$ cat config.mk
export PLATFORM = sky130hd
export DESIGN_NAME = cpu_run_monitor
export DESIGN_NICKNAME = d
export VERILOG_FILES = /design/src/rtl/cpu_run_pkg.sv /design/src/rtl/core_cycle_tracker.sv /design/src/rtl/cpu_run_monitor.sv
export SDC_FILE = /design/constraint.sdc
export NUM_CORES = 1
export LEC_CHECK = 0
export ABC_CLOCK_PERIOD_IN_PS = 10300
export CAP_MARGIN = 15
export CORE_ASPECT_RATIO = 2
export CORE_MARGIN = 8
export CORE_UTILIZATION = 45
export CTS_CLUSTER_SIZE = 16
export DETAILED_ROUTE_END_ITERATION = 7
export GPL_TIMING_DRIVEN = 0
export PLACE_DENSITY = 0.7
export SYNTH_ARGS = -nofsm -noshare
export SYNTH_HDL_FRONTEND = slang
export SYNTH_SLANG_ARGS = --single-unit
$ cat constraint.sdc
create_clock -name clk -period 10.3 [get_ports clk]
set_input_delay 2.06 -clock clk [delete_from_list [all_inputs] [get_ports clk]]
set_output_delay 2.06 -clock clk [all_outputs]
set_load 0.005 [all_outputs]
$ cat src/rtl/cpu_run_pkg.sv
// ----------------------------------------------------------------------------
// cpu_run_pkg: shared state encoding and default limits for cpu_run_monitor
// Rev 1.0
// ----------------------------------------------------------------------------
`default_nettype none

package cpu_run_pkg;

    typedef logic [1:0] state_t;

    localparam state_t c_ST_IDLE    = 2'd0;
    localparam state_t c_ST_RST_SEQ = 2'd1;
    localparam state_t c_ST_RUN     = 2'd2;
    localparam state_t c_ST_DONE    = 2'd3;

    localparam int c_DEF_MAX_CLOCKS   = 100000000;
    localparam int c_DEF_RESET_CYCLES = 4;
    localparam int c_DEF_STALL_LIMIT  = 8;

endpackage

`default_nettype wire

$ cat src/rtl/core_cycle_tracker.sv
// ----------------------------------------------------------------------------
// core_cycle_tracker: per-core cycle counter with halt and PC self-loop detect
// Rev 1.0
// ----------------------------------------------------------------------------
`default_nettype none

module core_cycle_tracker #(
    parameter int PC_WIDTH    = 32,
    parameter int CNT_WIDTH   = 32,
    parameter int STALL_LIMIT = 8
) (
    input  logic                 clk,
    input  logic                 rst,
    input  logic                 clear,
    input  logic                 run_en,
    input  logic [PC_WIDTH-1:0]  pc,
    input  logic                 halt,
    output logic                 halted,
    output logic                 halting,
    output logic [CNT_WIDTH-1:0] cycles
);

    localparam int c_STALL_W = $clog2(STALL_LIMIT + 1);
    localparam logic [c_STALL_W-1:0] c_STALL_LAST = c_STALL_W'(STALL_LIMIT - 1);

    logic [PC_WIDTH-1:0]  r_last_pc;
    logic                 r_pc_valid;
    logic [c_STALL_W-1:0] r_stall_cnt;
    logic                 r_halted;
    logic [CNT_WIDTH-1:0] r_cycles;

    logic w_same_pc;
    logic w_stall_hit;

    assign w_same_pc   = r_pc_valid && (pc == r_last_pc);
    // Halts on the sample that would bring the stall count up to the limit.
    assign w_stall_hit = w_same_pc && (r_stall_cnt == c_STALL_LAST);
    assign halting     = run_en && !r_halted && (halt || w_stall_hit);

    always_ff @(posedge clk or posedge rst) begin
        if (rst) begin
            r_last_pc   <= '0;
            r_pc_valid  <= 1'b0;
            r_stall_cnt <= '0;
            r_halted    <= 1'b0;
            r_cycles    <= '0;
        end else if (clear) begin
            r_last_pc   <= '0;
            r_pc_valid  <= 1'b0;
            r_stall_cnt <= '0;
            r_halted    <= 1'b0;
            r_cycles    <= '0;
        end else if (run_en && !r_halted) begin
            if (r_cycles != '1) begin
                r_cycles <= r_cycles + CNT_WIDTH'(1);
            end
            r_last_pc   <= pc;
            r_pc_valid  <= 1'b1;
            r_stall_cnt <= w_same_pc ? (r_stall_cnt + c_STALL_W'(1)) : '0;
            if (halt || w_stall_hit) begin
                r_halted <= 1'b1;
            end
        end
    end

    assign halted = r_halted;
    assign cycles = r_cycles;

endmodule

`default_nettype wire

$ cat src/rtl/cpu_run_monitor.sv
// ----------------------------------------------------------------------------
// cpu_run_monitor: core reset sequencer, run FSM and global clock budget
// Rev 1.0
// ----------------------------------------------------------------------------
`default_nettype none

module cpu_run_monitor
    import cpu_run_pkg::*;
#(
    parameter int NUM_CORES    = 2,
    parameter int PC_WIDTH     = 32,
    parameter int CNT_WIDTH    = 32,
    parameter int RESET_CYCLES = c_DEF_RESET_CYCLES,
    parameter int MAX_CLOCKS   = c_DEF_MAX_CLOCKS,
    parameter int STALL_LIMIT  = c_DEF_STALL_LIMIT
) (
    input  logic                           clk,
    input  logic                           rst,
    input  logic                           start,
    input  logic [NUM_CORES*PC_WIDTH-1:0]  pc,
    input  logic [NUM_CORES-1:0]           halt,
    output logic                           core_rst_n,
    output logic                           busy,
    output logic                           done,
    output logic                           timeout,
    output logic [NUM_CORES-1:0]           halted,
    output logic [NUM_CORES*CNT_WIDTH-1:0] cycles_consumed,
    output logic [CNT_WIDTH-1:0]           global_cycles
);

    localparam int c_RST_W = $clog2(RESET_CYCLES + 1);
    localparam logic [c_RST_W-1:0]   c_RST_LAST = c_RST_W'(RESET_CYCLES - 1);
    localparam logic [CNT_WIDTH-1:0] c_MAX_LAST = CNT_WIDTH'(MAX_CLOCKS - 1);

    state_t               r_state;
    state_t               w_state_next;
    logic [c_RST_W-1:0]   r_rst_cnt;
    logic [CNT_WIDTH-1:0] r_global;
    logic                 r_core_rst_n, r_busy, r_done, r_timeout;
    logic                 w_core_rst_n_next, w_busy_next, w_done_next, w_timeout_next;
    logic [NUM_CORES-1:0] w_halted;
    logic [NUM_CORES-1:0] w_halting;
    logic                 w_start_ok;
    logic                 w_run_en;
    logic                 w_all_halting;
    logic                 w_budget_hit;

    assign w_start_ok    = start && ((r_state == c_ST_IDLE) || (r_state == c_ST_DONE));
    assign w_run_en      = (r_state == c_ST_RUN);
    assign w_all_halting = &(w_halted | w_halting);
    assign w_budget_hit  = (r_global == c_MAX_LAST);

    for (genvar gi = 0; gi < NUM_CORES; gi++) begin : g_core
        core_cycle_tracker #(
            .PC_WIDTH    (PC_WIDTH),
            .CNT_WIDTH   (CNT_WIDTH),
            .STALL_LIMIT (STALL_LIMIT)
        ) u_tracker (
            .clk     (clk),
            .rst     (rst),
            .clear   (w_start_ok),
            .run_en  (w_run_en),
            .pc      (pc[gi*PC_WIDTH +: PC_WIDTH]),
            .halt    (halt[gi]),
            .halted  (w_halted[gi]),
            .halting (w_halting[gi]),
            .cycles  (cycles_consumed[gi*CNT_WIDTH +: CNT_WIDTH])
        );
    end

    // State and registered outputs
    always_ff @(posedge clk or posedge rst) begin
        if (rst) begin
            r_state      <= c_ST_IDLE;
            r_core_rst_n <= 1'b0;
            r_busy       <= 1'b0;
            r_done       <= 1'b0;
            r_timeout    <= 1'b0;
        end else begin
            r_state      <= w_state_next;
            r_core_rst_n <= w_core_rst_n_next;
            r_busy       <= w_busy_next;
            r_done       <= w_done_next;
            r_timeout    <= w_timeout_next;
        end
    end

    always_comb begin
        w_state_next = r_state;
        case (r_state)
            c_ST_IDLE, c_ST_DONE: if (start) w_state_next = c_ST_RST_SEQ;
            c_ST_RST_SEQ:         if (r_rst_cnt == c_RST_LAST) w_state_next = c_ST_RUN;
            c_ST_RUN:             if (w_all_halting || w_budget_hit) w_state_next = c_ST_DONE;
            default:              w_state_next = c_ST_IDLE;
        endcase
    end

    // Outputs decode the upcoming state so they stay registered without lag.
    always_comb begin
        w_core_rst_n_next = (w_state_next == c_ST_RUN) || (w_state_next == c_ST_DONE);
        w_busy_next       = (w_state_next == c_ST_RST_SEQ) || (w_state_next == c_ST_RUN);
        w_done_next       = (w_state_next == c_ST_DONE);
        w_timeout_next    = 1'b0;
        if ((r_state == c_ST_RUN) && (w_state_next == c_ST_DONE)) begin
            w_timeout_next = !w_all_halting;
        end else if ((r_state == c_ST_DONE) && (w_state_next == c_ST_DONE)) begin
            w_timeout_next = r_timeout;
        end
    end

    always_ff @(posedge clk or posedge rst) begin
        if (rst) begin
            r_rst_cnt <= '0;
            r_global  <= '0;
        end else if (w_start_ok) begin
            r_rst_cnt <= '0;
            r_global  <= '0;
        end else if (r_state == c_ST_RST_SEQ) begin
            r_rst_cnt <= r_rst_cnt + c_RST_W'(1);
        end else if (w_run_en) begin
            r_global <= r_global + CNT_WIDTH'(1);
        end
    end

    assign core_rst_n    = r_core_rst_n;
    assign busy          = r_busy;
    assign done          = r_done;
    assign timeout       = r_timeout;
    assign halted        = w_halted;
    assign global_cycles = r_global;

endmodule

`default_nettype wire

==> flow_metrics.env, run 1 <==
export IMPL_status="finished, final reports clean"
export IMPL_antenna_found_initial=0
export IMPL_setup_worst_path_start_class="input port"
export IMPL_grt_pass1_vias=8545
export IMPL_cpMostUsedCell="nand3_1"
export IMPL_synth_area_mm2=0.00951
export IMPL_cts_resized=0
export IMPL_slowest_stage="o311ai_0"
export IMPL_cts_root_buf="clkbuf_16"
export IMPL_grt_overflow=0
export IMPL_wl_mm=27.5
export IMPL_grt_use_met2=0.409
export IMPL_crit_arrival_ns=4.99
export IMPL_synth_nets=1144
export IMPL_area_growth_pct=27.3
export IMPL_rows=75
export IMPL_drtIter0Drc=366
export IMPL_holdBufCountCts=0
export IMPL_place_gp_congestion=0.899
export IMPL_ys_seq_area_frac=0.476
export IMPL_grt_pass1_wl_mm=44.9
export IMPL_min_period_ns=4.68
export IMPL_grt_busiest_layer="met2"
export IMPL_finClkSkew_ns=0.00655
export IMPL_path_class="input port to flip-flop"
export IMPL_die_h_um=222
export IMPL_final_core_util=0.581
export IMPL_ys_ff_latch=181
export IMPL_crit_path_cell_trace="clkdlybuf4s50_1 -> xor2_1 -> nor4_1 -> nand3_1 -> or4_1 -> o311ai_0 -> nand3_1 -> ha_1 -> or2_2"
export IMPL_start_util=0.457
export IMPL_yosys_warnings=0
export IMPL_fillers=1932
export IMPL_hold_viol_final=0
export IMPL_fmax_ghz=0.214
export IMPL_nets=1334
export IMPL_finalSetupViolCount=0
export IMPL_wire_per_inst_um=18.0
export IMPL_p_leak_uw=0.00501
export IMPL_crit_required_ns=10.61
export IMPL_io_pins=171
export IMPL_rsz0062_at_grt="false"
export IMPL_dieArea_mm2=0.0263
export IMPL_cts_max_level=4
export IMPL_via_per_inst=5.46
export IMPL_vdd_drop_max_uv=127
export IMPL_cts_tree="done"
export IMPL_multi_input_area_mm2=0.00470
export IMPL_worstSkewPairLatency_ns=0.43
export IMPL_dp_hpwl_mm=20.9
export IMPL_finalSetupTns_ns=0
export IMPL_synth_cell_types=56
export IMPL_vias=8361
export IMPL_async_flop_share=1.00
export IMPL_drt_pre_antenna_iters=5
export IMPL_worst_pin_slew_ns=0.859
export IMPL_globalRouteTotalUtil=0.213
export IMPL_max_stage_delay_ns=0.64
export IMPL_diodes=0
export IMPL_slew_headroom=0.422
export IMPL_ant_nets=0
export IMPL_path_clk_slew_ns=0.06
export IMPL_synth_top_flop_cell="dfrtp_1"
export IMPL_drcViolationCount=0
export IMPL_met1_usage=0.210
export IMPL_slew_viol_final=0
export IMPL_p_total_uw=2200
export IMPL_numCtsBuffers=17
export IMPL_synthCells=1063
export IMPL_io_buffers=170
export IMPL_cts_sink_count=181
export IMPL_clock_path_buffers=2
export IMPL_end_kind="flip-flop"
export IMPL_cap_violations=0
export IMPL_regArea_mm2=0.00453
export IMPL_finalCritPeriodShare=0.454
export IMPL_cp_max_fo=3
export IMPL_p_per_area_mw_per_mm2=182
export IMPL_worst_hold_path_type="flip-flop to flip-flop"
export IMPL_synth_edff_count=0
export IMPL_grt_start_max_net_pins=120
export IMPL_drive_above_1_share=0.0325
export IMPL_core_area_mm2=0.0208
export IMPL_gr_usage_met3=0.0474
export IMPL_die_w_um=119
export IMPL_cts_setup_buffers=0
export IMPL_synth_area_per_cell_um2=8.95
-- cell usage after synthesis, types with 2 or more instances --
library cell	instances	area share
nand3_1	42	0.022
nor3b_1	2	0.0016
dfrtp_1	181	0.48
o211ai_1	8	0.0063
a211oi_1	2	0.0016
xor2_1	69	0.064
o31ai_1	2	0.0016
buf_4	2	0.0016
nand2b_1	29	0.019
nor3_1	23	0.012
inv_1	19	0.0075
and3_1	16	0.011
or3_1	24	0.016
ha_1	12	0.016
and4_1	10	0.0092
a21o_1	2	0.0016
o21ai_0	44	0.023
nand2_1	181	0.071
o2111ai_1	4	0.0037
xnor2_1	48	0.044
nor2_1	96	0.038
and2_1	8	0.0053
clkbuf_1	37	0.015
o211a_1	2	0.0021
nand3b_1	2	0.0016
nor2b_1	4	0.0026
or4_1	6	0.0047
buf_6	2	0.0024
nand4_1	45	0.030
or2_2	2	0.0013
o21a_1	2	0.0016
a22o_1	2	0.0018
nor4_1	16	0.011
or4b_1	2	0.0021
buf_1	6	0.0024
buf_2	2	0.0011
nor4_4	2	0.0045
a21oi_1	89	0.047
-- per-layer routing --
| layer | part of all wire | up-vias |
|---|---|---|
| li1 | - | 4041 |
| met1 | 0.36 | 4070 |
| met2 | 0.56 | 209 |
| met3 | 0.045 | 41 |
| met4 | 0.029 | 0 |
| met5 | 0 | - |
-- sequential cells by signal, indices dropped and copies added (netlist names) --
signal,count
g_core.u_tracker.r_stall_cnt,8
global_cycles,32
g_core.u_tracker.r_last_pc,64
timeout,1
done,1
r_state,2
g_core.u_tracker.halted,2
r_rst_cnt,3
busy,1
g_core.u_tracker.cycles,64
g_core.u_tracker.r_pc_valid,2
core_rst_n,1
-- path summary, 6_finish.rpt --
| check | slack, ns | endpoint | depth (start not counted) | from |
|---|---|---|---|---|
| max reg2reg | 7.26 | g_core[1].u_tracker.cycles[20] | 9 | r_state[0] |
| max | 5.62 | core_rst_n | 9 | pc[57] |
| max in group asynchronous | 7.25 | g_core[0].u_tracker.cycles[2] | 3 | rst |
| min in group asynchronous | 2.07 | global_cycles[10] | 2 | rst |
| min | 0.53 | g_core[0].u_tracker.r_pc_valid | 2 | g_core[0].u_tracker.r_pc_valid |
| min reg2reg | 0.53 | g_core[0].u_tracker.r_pc_valid | 2 | g_core[0].u_tracker.r_pc_valid |
-- layout by cell type (no fill, tap or decap), types with 16 or more instances in the layout --
master | netlist | layout
nand4_1 | 45 | 45
and3_1 | 16 | 16
inv_1 | 19 | 18
clkbuf_1 | 37 | 42
xor2_1 | 69 | 69
dfrtp_1 | 181 | 181
clkbuf_16 | 0 | 17
nand3_1 | 42 | 42
nand2_1 | 181 | 181
nor2_1 | 96 | 96
nand2b_1 | 29 | 29
nor4_1 | 16 | 16
or3_1 | 24 | 24
clkdlybuf4s50_1 | 0 | 170
xnor2_1 | 48 | 48
nor3_1 | 23 | 23
o21ai_0 | 44 | 44
a21oi_1 | 89 | 89
-- stage by stage --
step / area [µm²] / setup WS [ns] / cells / hold slack, ns
2_1_floorplan: 9510 / 3.32 / 1063 / 0.466
3_3_place_gp: 11500 / 0.680 / 1502 / 0.500
3_5_place_dp: 11600 / 5.17 / 1503 / 0.509
4_1_cts: 12100 / 5.62 / 1532 / 0.525
5_1_grt: 12100 / 5.34 / 1532 / 0.545
6_report: 12100 / 5.62 / 1532 / 0.526
-- cell type report --
type                    instances  area share
inverters                      19     0.00651
well taps                     269      0.0278
plain buffers                  49      0.0173
flip-flops and latches        181       0.374
clock inverters                 5     0.00434
repair buffers                171       0.143
clock buffers                  24      0.0390
multi-input cells             814       0.388
-- cell families after synthesis --
family | synth area share
compound gates | 0.0980
mux | 0.00105
buf+inv | 0.0295
flops | 0.476
simple gates | 0.272
xor+xnor | 0.108
fa+ha+maj | 0.0158
-- power breakdown --
group          internal [µW]  switching, µW  leakage [µW]  total [µW]
Clock                    341            270      0.000256         611
Combinational            238            433       0.00224         672
Sequential               832           87.0       0.00251         919
-- worst max-delay path, delay by kind of cell --
family	cells	cell delay [ns]
adders and majority gates	1	0.22
AOI/OAI and AO/OA	1	0.64
buffers and inverters	1	0.44
xor gates and xnor gates	1	0.20
and+or+nand+nor	5	1.43
Power figures use the tool's default switching activity.
==> run 2, diff against run 1 <==
- ABC_CLOCK_PERIOD_IN_PS: 10300 -> 4540
- clock period: 10.3 -> 4.54 ns (I/O delays scaled with it)
==> run 2 against run 1 <==
Cell count grew 0.46%. Largest cell class unchanged. Sequential cell count is the same. Clock power grew to 2.5 times the previous value.
==> flow_metrics.env, run 2 (synthesis results as in run 1) <==
export IMPL_drive_above_1_share=0.0417
export IMPL_finalSetupTns_ns=0
export IMPL_dp_hpwl_mm=21.6
export IMPL_finClkSkew_ns=0.00818
export IMPL_antenna_found_initial=0
export IMPL_via_per_inst=5.42
export IMPL_crit_arrival_ns=3.91
export IMPL_nets=1338
export IMPL_cp_max_fo=3
export IMPL_setup_worst_path_start_class="input port"
export IMPL_status="finished, final reports clean"
export IMPL_vdd_drop_max_uv=295
export IMPL_layout_setup_ws_ns=0.953
export IMPL_drtIter0Drc=375
export IMPL_dieArea_mm2=0.0263
export IMPL_met2_length_mm=15.8
export IMPL_finalCritPeriodShare=0.790
export IMPL_multi_input_area_mm2=0.00470
export IMPL_drcViolationCount=0
export IMPL_drt_pre_antenna_iters=4
export IMPL_fillers=1919
export IMPL_grt_start_max_net_pins=41
export IMPL_vias=8348
export IMPL_crit_path_cell_trace="clkdlybuf4s50_1 -> xor2_1 -> nor4_1 -> nand3_1 -> or4_1 -> o311ai_0 -> nand3_1 -> ha_1 -> or2_2"
export IMPL_start_util=0.457
export IMPL_cts_root_buf="clkbuf_16"
export IMPL_place_gp_congestion=0.865
export IMPL_end_kind="flip-flop"
export IMPL_p_leak_uw=0.00508
export IMPL_hold_viol_final=0
export IMPL_slew_viol_final=0
export IMPL_grt_pass1_wl_mm=45.4
export IMPL_cts_sink_count=181
export IMPL_slew_headroom=0.410
export IMPL_die_h_um=222
export IMPL_cts_tree="done"
export IMPL_path_clk_slew_ns=0.07
export IMPL_rsz0062_at_grt="false"
export IMPL_grt_pass1_vias=8745
export IMPL_grt_overflow=0
export IMPL_io_pins=171
export IMPL_rows=75
export IMPL_cap_violations=0
export IMPL_fmax_ghz=0.279
export IMPL_globalRouteTotalUtil=0.215
export IMPL_route_met3_wl_mm=1.08
export IMPL_worstSkewPairLatency_ns=0.44
export IMPL_worst_pin_slew_ns=0.877
export IMPL_cts_setup_buffers=0
export IMPL_die_w_um=119
export IMPL_wl_mm=27.7
export IMPL_numCtsBuffers=17
export IMPL_max_stage_delay_ns=0.69
export IMPL_finalSetupViolCount=0
export IMPL_worst_hold_path_type="flip-flop to flip-flop"
export IMPL_cts_resized=0
export IMPL_clock_path_buffers=2
export IMPL_ant_nets=0
export IMPL_top_layer="met4"
export IMPL_slowest_stage="o311ai_0"
export IMPL_min_period_ns=3.59
export IMPL_area_growth_pct=28.9
export IMPL_wire_per_inst_um=18.0
export IMPL_cts_max_level=4
export IMPL_p_per_area_mw_per_mm2=421
export IMPL_diodes=0
export IMPL_drt_met1_wl_mm=9.96
export IMPL_p_total_uw=5160
export IMPL_holdBufCountCts=0
export IMPL_regArea_mm2=0.00453
export IMPL_path_class="input port to flip-flop"
export IMPL_core_area_mm2=0.0208
export IMPL_crit_required_ns=4.86
export IMPL_cpMostUsedCell="nand3_1"
export IMPL_final_cell_mix="181 x nand2_1, 181 x dfrtp_1, 170 x clkdlybuf4s50_1"
export IMPL_io_buffers=170
export IMPL_pre_cts_ws_ns=0.533
## run 2: cell count changes in the layout (fill, tap and decap cells not counted), moves of 2 or more
cell and delta:
buf_12 +5, clkbuf_1 -5, clkinv_4 +3, bufinv_16 +2
clkinv_2 +2, clkinvlp_4 +2
## run 2: final timing paths
kind | startpoint | endpoint | slack, ns | cells after the start
setup reg to reg | g_core[1].u_tracker.r_last_pc[25] | core_rst_n | 1.47 | 8
max in group asynchronous | rst | global_cycles[10] | 2.67 | 5
hold reg to reg | g_core[0].u_tracker.r_pc_valid | g_core[0].u_tracker.r_pc_valid | 0.52 | 2
min in group asynchronous | rst | g_core[0].u_tracker.cycles[5] | 0.84 | 2
setup / recovery | pc[57] | core_rst_n | 0.95 | 9
hold / removal | g_core[0].u_tracker.r_pc_valid | g_core[0].u_tracker.r_pc_valid | 0.52 | 2
## run 2: through the flow
stage	hold slack (ns)	utilization	instance area, µm²	std cells
CTS	0.522	0.589	12300	1539
finish	0.518	0.589	12300	1539
floorplan	0.466	-	9520	1063
detailed placement	0.506	0.559	11700	1507
global placement	0.498	0.555	11600	1502
global route	0.547	0.589	12300	1539
## run 2: critical path, delay by kind of cell
family | cells | cell delay, ns
and+or+nand+nor | 5 | 1.45
AOI/OAI and AO/OA | 1 | 0.69
buffers and inverters | 1 | 0.44
adders and majority gates | 1 | 0.23
xor gates and xnor gates | 1 | 0.19
## run 2: per-layer routing
layer  vias to the layer above  track usage
li1                       4058            -
met1                      4059        0.210
met2                       175        0.416
met3                        56       0.0474
met4                         0       0.0949
met5                         -            0
## run 2: final cells by class
type / instances / share of cell area
Multi-Input combinational cell: 814 / 0.383
Sequential cell: 181 / 0.369
Timing Repair Buffer: 175 / 0.147
Clock buffer: 19 / 0.0369
Tap cell: 269 / 0.0274
Buffer: 49 / 0.0170
Clock inverter: 13 / 0.0128
Inverter: 19 / 0.00612
## run 2: power breakdown
group	switching (µW)	internal, µW
combinational	984	547
clock	652	893
sequential	198	1890
total	1830	3330
==> run 3, diff against run 2 <==
- ABC_CLOCK_PERIOD_IN_PS: 4540 -> 3230
- PLACE_DENSITY: 0.7 -> 0.73
- clock period: 4.54 -> 3.23 ns (I/O delays scaled with it)
==> run 3 against run 2 <==
Cell count decreased by 0.13%. Routed wire length grew 0.93%. Combinational power increased by 42%. Hold slack gained 0.0049 ns. Setup slack worse by 0.85 ns. Final area down 0.30%. First-iteration DRC count is 31% higher. Power up 40%. Largest power group unchanged. Highest routed layer unchanged.
==> flow_metrics.env, run 3 (synthesis results as in run 1) <==
export IMPL_wl_mm=28.0
export IMPL_crit_path_cell_trace="clkdlybuf4s50_1 -> xor2_1 -> nor4_1 -> nand3_1 -> or4_1 -> o311ai_1 -> nand3_1 -> ha_1 -> or2_2"
export IMPL_core_area_mm2=0.0208
export IMPL_slew_headroom=0.410
export IMPL_final_core_util=0.587
export IMPL_multi_input_area_mm2=0.00471
export IMPL_path_clk_slew_ns=0.06
export IMPL_cts_root_buf="clkbuf_16"
export IMPL_wire_per_inst_um=18.2
export IMPL_cap_violations=0
export IMPL_die_w_um=119
export IMPL_drt_pre_antenna_iters=5
export IMPL_final_cell_mix="181 x nand2_1, 181 x dfrtp_1, 170 x clkdlybuf4s50_1"
export IMPL_rows=75
export IMPL_fmax_ghz=0.319
export IMPL_crit_required_ns=3.55
export IMPL_swShare=0.355
export IMPL_io_pins=171
export IMPL_rr_startpoint="r_state[0]"
export IMPL_cts_tree="done"
export IMPL_fillers=1854
export IMPL_vdd_drop_max_uv=463
export IMPL_met1_usage=0.211
export IMPL_ant_nets=0
export IMPL_drcViolationCount=0
export IMPL_finalCritPeriodShare=0.969
export IMPL_p_per_area_mw_per_mm2=591
export IMPL_globalRouteTotalUtil=0.216
export IMPL_rsz0062_at_grt="false"
export IMPL_clockPowerShare=0.293
export IMPL_holdPathStages=1
export IMPL_hold_viol_final=0
export IMPL_slew_viol_final=0
export IMPL_worst_pin_slew_ns=0.877
export IMPL_path_class="input port to flip-flop"
export IMPL_grt_busiest_layer="met2"
export IMPL_max_stage_delay_ns=0.61
export IMPL_r2r_slack_ns=0.35
export IMPL_grt_start_max_net_pins=42
export IMPL_grt_pass1_wl_mm=45.7
export IMPL_cts_sink_count=181
export IMPL_area_growth_pct=28.5
export IMPL_p_seq_frac=0.406
export IMPL_dieArea_mm2=0.0263
export IMPL_reg2regPathDepth=9
export IMPL_place_gp_congestion=0.906
export IMPL_hold_start="g_core[0].u_tracker.r_stall_cnt[0]"
export IMPL_finalSetupTns_ns=0
export IMPL_crit_arrival_ns=3.45
export IMPL_via_per_inst=5.53
export IMPL_drive_above_1_share=0.0394
export IMPL_status="finished, final reports clean"
export IMPL_io_buffers=170
export IMPL_gr_usage_met3=0.0515
export IMPL_min_period_ns=3.13
export IMPL_worstSkewPairLatency_ns=0.44
export IMPL_die_h_um=222
export IMPL_diodes=0
export IMPL_fin_hold_ws_ns=0.523
export IMPL_nets=1337
export IMPL_worst_hold_path_type="flip-flop to flip-flop"
export IMPL_p_total_uw=7220
export IMPL_numCtsBuffers=17
export IMPL_comb_power_share=0.301
export IMPL_cp_top_family="simple AND/OR/NAND/NOR gates"
export IMPL_whs_endpoint="g_core[0].u_tracker.r_stall_cnt[0]"
export IMPL_clock_path_buffers=2
export IMPL_grt_pass1_vias=8949
export IMPL_switching_power_uw=2570
export IMPL_dp_hpwl_mm=21.5
export IMPL_finClkSkew_ns=0.00864
export IMPL_regArea_mm2=0.00453
export IMPL_antenna_found_initial=0
export IMPL_end_kind="flip-flop"
export IMPL_cts_max_level=4
export IMPL_vias=8494
export IMPL_cp_max_fo=3
export IMPL_finalSetupViolCount=0
export IMPL_grt_overflow=0
export IMPL_r2r_end="g_core[0].u_tracker.cycles[24]"
export IMPL_critPathBufInv=1
export IMPL_slowest_stage="or4_1"
export IMPL_grt_use_met2=0.414
export IMPL_drtIter0Drc=490
export IMPL_p_leak_uw=0.00508
export IMPL_cpMostUsedCell="nand3_1"
export IMPL_internal_power_uw=4650
export IMPL_setup_worst_path_start_class="input port"
export IMPL_start_util=0.457
run 3: worst max-delay path by stage:
stage	from	end	slack, ns	cells past startpoint
after floorplan	rst	busy	0.26	1
after global placement	rst	g_core[1].u_tracker.cycles[18]	-1.33	2
after detailed placement	pc[57]	core_rst_n	-0.47	9
after CTS	r_state[0]	g_core[1].u_tracker.cycles[30]	0.05	7
after global routing	pc[57]	core_rst_n	0.02	9
final	pc[57]	core_rst_n	0.1	9
run 3: power by group through the flow:
stage,clock network (µW),registers (µW),logic (µW)
detailed placement,0,2970,2190
global route,2230,2980,2440
global placement,0,2950,2130
CTS,2150,2930,2200
floorplan,0,2910,1410
finish,2110,2940,2170
run 3: per-stage QoR:
step                      area, µm²  std cells  worst slack, ns
after floorplan                9520       1063            0.261
after global placement        11600       1502            -1.33
after detailed placement      11600       1506           -0.472
after CTS                     12200       1537           0.0478
after global routing          12200       1537           0.0166
final                         12200       1537           0.0999
run 3: per-layer routing:
metal | wire, µm | vias up | share of wire
met4 | 981 | 0 | 0.035
met2 | 15500 | 246 | 0.55
met5 | 0 | - | 0
li1 | - | 4055 | -
met3 | 1360 | 64 | 0.049
met1 | 10100 | 4129 | 0.36
run 3: timing repair:
action                                  in CTS  in global routing
resized for setup                            1                  6
endpoints found under the setup margin       1                 35
hold buffers                                 0                  0
setup buffers                                0                  0
run 3: layout make-up:
| class | instances | area share |
|---|---|---|
| plain buffers | 49 | 0.0174 |
| clock buffers | 22 | 0.0371 |
| clock inverters | 9 | 0.0105 |
| inverters | 19 | 0.00614 |
| multi-input cells | 814 | 0.385 |
| flip-flops and latches | 181 | 0.370 |
| well taps | 269 | 0.0275 |
| repair buffers | 174 | 0.146 |
